==> src/rtl/fetch_sequencer.sv <==
// fetch_sequencer: owns the PC, fetches over req/ack into a 2-deep queue, handles jump flush and debug halt/step
module fetch_sequencer #(
    parameter logic [31:0] RESET_PC = 32'd0,
    parameter int          INSTR_W  = 40
) (
    input  logic               i_clk,
    input  logic               i_rst,
    output logic               o_mem_req,
    output logic [31:0]        o_mem_addr,
    input  logic               i_mem_ack,
    input  logic [INSTR_W-1:0] i_mem_data,
    output logic               o_instr_valid,
    output logic [INSTR_W-1:0] o_instr,
    output logic [31:0]        o_instr_pc,
    input  logic               i_instr_ready,
    input  logic               i_jump,
    input  logic [31:0]        i_jump_target,
    input  logic               i_halt,
    input  logic               i_step,
    output logic               o_halted
);
    logic [31:0]        fpc, base;
    logic [INSTR_W-1:0] q_data [2];
    logic [31:0]        q_pc [2];
    logic [1:0]         cnt, cnt_n;
    logic               rd, wi, credit, credit_n, discard, discard_n;
    logic               ack, hs, push, busy, issue, halted_n;

    always_comb begin
        o_instr_valid = (cnt != 2'd0) && (!i_halt || credit);
        o_instr       = q_data[rd];
        o_instr_pc    = q_pc[rd];
        ack           = o_mem_req && i_mem_ack;
        hs            = o_instr_valid && i_instr_ready;
        push          = ack && !discard && !i_jump;
        wi            = rd ^ cnt[0];
        cnt_n         = i_jump ? 2'd0 : cnt + {1'b0, push} - {1'b0, hs};
        credit_n      = credit ? !hs : (i_step && o_halted);
        busy          = o_mem_req && !ack;
        discard_n     = busy && (discard || i_jump);
        issue         = !busy && (cnt_n < 2'd2) && (!i_halt || (credit_n && cnt_n == 2'd0));
        base          = i_jump ? i_jump_target : fpc;
        halted_n      = i_halt && !(busy || issue);
    end

    always_ff @(posedge i_clk or posedge i_rst) begin
        if (i_rst) begin
            o_mem_req  <= 1'b0;
            o_mem_addr <= RESET_PC;
            o_halted   <= 1'b0;
            fpc        <= RESET_PC;
            cnt        <= 2'd0;
            rd         <= 1'b0;
            credit     <= 1'b0;
            discard    <= 1'b0;
            q_data[0]  <= '0;
            q_data[1]  <= '0;
            q_pc[0]    <= '0;
            q_pc[1]    <= '0;
        end else begin
            o_mem_req <= busy || issue;
            o_halted  <= halted_n;
            cnt       <= cnt_n;
            rd        <= rd ^ hs;
            credit    <= credit_n;
            discard   <= discard_n;
            fpc       <= issue ? base + 32'd1 : base;
            if (issue)
                o_mem_addr <= base;
            if (push) begin
                q_data[wi] <= i_mem_data;
                q_pc[wi]   <= o_mem_addr;
            end
        end
    end
endmodule

==> config.mk <==
export PLATFORM = sky130hd
export DESIGN_NAME = fetch_sequencer
export DESIGN_NICKNAME = d
export VERILOG_FILES = /design/src/rtl/fetch_sequencer.sv
export SDC_FILE = /design/constraint.sdc
export NUM_CORES = 1
export LEC_CHECK = 0
export ABC_CLOCK_PERIOD_IN_PS = 20200
export CORE_ASPECT_RATIO = 2
export CORE_MARGIN = 5
export CORE_UTILIZATION = 47
export CTS_CLUSTER_SIZE = 16
export DETAILED_ROUTE_END_ITERATION = 10
export DONT_BUFFER_PORTS = 1
export GPL_TIMING_DRIVEN = 0
export HOLD_SLACK_MARGIN = 0.08
export SLEW_MARGIN = 20
export SYNTH_ARGS = -nofsm -noshare
export SYNTH_HDL_FRONTEND = slang
export SYNTH_SLANG_ARGS = --single-unit
==> constraint.sdc <==
create_clock -name i_clk -period 20.2 [get_ports i_clk]
set_input_delay 6.06 -clock i_clk [delete_from_list [all_inputs] [get_ports i_clk]]
set_output_delay 6.06 -clock i_clk [all_outputs]
set_load 0.01 [all_outputs]
# [After elaboration in Yosys (flattened, before gate mapping)]
# Index checks and enable logic that the tools add are counted.
[totals] inputBits=79 regBits=215
[op_classes] n_mux=16 bitwise=4 order_cmp=4 add_sub_neg=3 reduce_logical=26
[op_table] operator="$mux 32" count=6
[op_table] operator="$mux 40" count=4
[op_table] operator="$bwmux 80" count=1
[op_table] operator="$bwmux 64" count=1
[op_table] operator="$demux 40 s1" count=1
[op_table] operator="$add 32x1->32 const B" count=1
[op_table] operator="$demux 32 s1" count=1
[op_table] operator="$logic_and 1x1->1" count=13
[op_table] operator="$logic_not 1->1" count=7
[op_table] operator="$ge 2x2->1 const B" count=2
[op_table] operator="$logic_or 1x1->1" count=4
[op_table] operator="$not 1->2" count=2
[op_table] operator="$add 2x1->2" count=1
[op_table] operator="$logic_not 2->1" count=1
[op_table] operator="$lt 2x1->1 const B" count=1
[op_table] operator="$lt 2x2->1 const B" count=1
[op_table] operator="$mux 2" count=1
[op_table] operator="$reduce_bool 2->1" count=1
[op_table] operator="$sub 2x1->2" count=1
[op_table] operator="$xor 1x1->1" count=2
[op_table] operator="$mux 1" count=1

# [Depth between registers and ports, before layout]
[depth] ltp_word=13 depth_mapped=14 mapped_depth_nobuf=12

# [Least setup slack after synthesis]
# Ideal clock, no wire load.
[synth_timing] path_kind="input port to output port" start="input port i_halt" end="output port o_instr_valid" arrival_time_ps=6282 stages=1 path_buffers=0 setup_slack_ps=7858 path_cell_list="a21oi_1"
[synth_via] elab_chain_len=3
[synth_lines] item="from (decl)" line="18" source="input logic i_halt,"
[synth_lines] item="$logic_not 1->1" line="30" source="o_instr_valid = (cnt != 2'd0) && (!i_halt || credit);"
[synth_lines] item="$logic_or 1x1->1" line="30"
[synth_lines] item="$logic_and 1x1->1" line="30"
[synth_lines] item="to (decl)" line="12" source="output logic o_instr_valid,"
# Every way passes these cells.

# [Worst setup path after layout]
# Same ends and word-level chain as after synthesis.

==> out/metrics.csv <==
stage;metric;value;unit
clock_tree;Max Root-Sink Buffers;3;
sta;Max Freq;80.3;MHz
sta;Worst Skew;0.0124;ns
sta;setup_tns;0;ns
synth;number of synthesized register bits;215;
worst_setup_path;CP endpoint kind;primary output;
floorplanning;Die X;113;um
synth;post-synthesis sequential area ratio;0.543;
worst_setup_path;Critical Path RT;14.14;ns
power_and_ir_drop;Worst VDD drop;70.2;uV
synth;Syn. warnings;0;
layout;n_diodes;0;
global_routing;GR Overflow Total;0;
layout;# fillers;1851;
routing;wire per inst;22.7;um
min_path;WHS Path Cells;1;
synth;syn avg cell area;13.0;sq um
clock_tree;Worst-path clk slew;0.06;ns
place;PortBufs;0;
routing;vias per cell;5.73;
global_routing;first-pass GRT wire length;38.8;mm
worst_setup_path;CP bufs+invs;0;
place;GPL Wtd Cong;0.876;
layout;fraction of layout cells with a size suffix above 1;0.364;
floorplanning;initial core utilization;0.473;
synth;cell count after synthesis;761;
routing;vias post-DR;6104;
global_routing;initial antenna violation count;0;
job;max-cap violation count;0;
floorplanning;Die Footprint;24300;sq um
run_status;status;completed;
worst_setup_path;worst-path cell chain;a21oi_1;
power_and_ir_drop;Switching Power;602;uW
layout;most frequent cells in the layout;mux2_2, dfrtp_1, nand2_1, o21ai_0, mux2i_1;
worst_setup_path;critical path's slowest cell;a21oi_1;
power_and_ir_drop;Sw Ratio;0.350;
synth;Synth Cell Area;9910;sq um
power_and_ir_drop;pwr dens;157;nW/um^2
clock_tree;CTS tree;yes;
clock_tree;post-cts sizing count;0;
clock_tree;number of CTS-inserted buffers;20;
place;hpwl dp;18.4;mm
power_and_ir_drop;leakage power;0.00479;uW
layout;area grow syn2layout;10.4;%
min_path;worst hold-check path type;register to register;
routing;1st-iter DRT viols;200;
sta;Max Slew Vio Count;0;
clock_tree;Clock Tree Root;clkbuf_16;
layout;fin util;0.522;
layout;fin nets;867;
sta;final hold violation count;0;
routing;Routed Wire Length;24.2;mm
power_and_ir_drop;sequential share of power;0.440;
worst_setup_path;CP delay by family, top;compound AO/OA/AOI/OAI gates;
sta;min cycle time layout;12.45;ns
floorplanning;Die Height;215;um
synth;syn_nets;843;
sta;unrepaired setup endpoints after global routing;false;
sta;Final Setup Violations;0;
synth;number of flops mapped to enable cells by yosys;0;
floorplanning;row count;75;
routing;DR DRC count;0;
sta;Final period util;0.616;
clock_tree;CTS Hold Bufs;0;
worst_setup_path;Critical Path Fanout Max;3;
floorplanning;core footprint;20900;sq um
power_and_ir_drop;Pint;1120;uW
worst_setup_path;CP startpoint kind;input port;
routing;Detail Route Antenna Nets;0;
worst_setup_path;number of stages on the worst setup path;1;
synth;Post-synth top flop;dfrtp_1;
clock_tree;Post-CTS Repair Setup Buffers;0;
worst_setup_path;kind of critical path;input port to primary output;
global_routing;largest net degree at the start of global routing;100;
clock_tree;Sink Count;215;
synth;synth unique cells;55;
floorplanning;io pins;186;
power_and_ir_drop;share of power burned in the clock network;0.210;
sta;slew at the pin closest to its max-slew limit;0.790;ns
synth;asr flop ratio synth;1.00;
sta;Slew headroom;0.474;
global_routing;Total GRT Usage;0.201;
worst_setup_path;crit path DAT;6.39;ns
power_and_ir_drop;Gate power share;0.350;
global_routing;vias in the first global route;6853;
worst_setup_path;reg2reg path depth;13;
routing;router iterations before antenna repair;4;
worst_setup_path;Worst path max stage delay;0.33;ns
layout;most common cell after layout, fill and taps aside;mux2_2;
clock_tree;clock latency on the worst-skew pair;0.49;ns
clock_tree;H-tree levels;1;
## flip-flops by register name, indices dropped and copies added, names as in the netlist
register	cells
rd	1
discard	1
o_mem_req	1
fpc	32
o_halted	1
q_pc	64
cnt	2
q_data	80
o_mem_addr	32
credit	1
## final cells by class
type,count,area [sq um],area share
clock inverters,2,10.0,0.000916
clock buffers,32,617,0.0564
inverters,10,45.0,0.00412
well taps,269,337,0.0308
repair buffers,2,55.1,0.00504
flip-flops and latches,215,5380,0.492
plain buffers,41,206,0.0189
multi-input cells,495,4280,0.392
## per-layer routing
metal	share of wire	global-route usage	vias to the layer above
met5	0	0	-
met2	0.56	0.380	181
met1	0.33	0.203	3119
met4	0.035	0.0730	0
li1	-	-	2750
met3	0.074	0.0597	54
## power groups by stage
stage,Combinational (uW),Sequential (uW),Clock (uW)
after global placement,599,752,0
final,602,757,362
after global routing,663,784,391
after CTS,619,760,374
after detailed placement,615,767,0
after floorplan,492,718,0
## per-stage QoR
step	power, uW	instances	worst slack (ns)	hold WS (ns)	area (sq um)
floorplan	1210	761	7.86	0.444	9910
global placement	1350	1030	6.39	0.461	10200
detailed placement	1380	1032	7.72	0.483	10300
CTS	1750	1066	7.72	0.499	10900
global route	1840	1066	7.68	0.513	10900
finish	1720	1066	7.75	0.499	10900
## cell families after synthesis
logic type / after synthesis / synth area share
multiplexers: 244 / 0.274
flip-flops: 215 / 0.543
AND/OR/NAND/NOR: 146 / 0.0794
AO/OA/AOI/OAI: 64 / 0.0394
buffers and inverters: 51 / 0.0246
XOR/XNOR: 38 / 0.0357
adder cells (fa/ha/maj): 3 / 0.00379
## cells in the mapped netlist, types with 11 or more instances
cell type | n | area (sq um)
xnor2_1 | 17 | 149
nand2_1 | 58 | 218
dfrtp_1 | 215 | 5380
o21ai_0 | 36 | 180
nand4_1 | 11 | 68.8
nand3_1 | 24 | 120
nor2_1 | 16 | 60.1
clkbuf_1 | 16 | 60.1
mux2i_1 | 27 | 270
mux2_2 | 217 | 2440
xor2_1 | 19 | 166
buf_2 | 20 | 100
## path summary, 6_finish.rpt
| check | startpoint | end | slack (ns) |
|---|---|---|---|
| max | i_halt | o_instr_valid | 7.75 |
| min | q_data[77] | q_data[77] | 0.50 |
| max reg2reg | cnt[0] | fpc[13] | 16.92 |
| min reg2reg | q_data[77] | q_data[77] | 0.50 |
| max in group asynchronous | i_rst | fpc[0] | 13.91 |
| min in group asynchronous | i_rst | q_pc[31] | 5.45 |
Power figures use the tool's default switching activity.
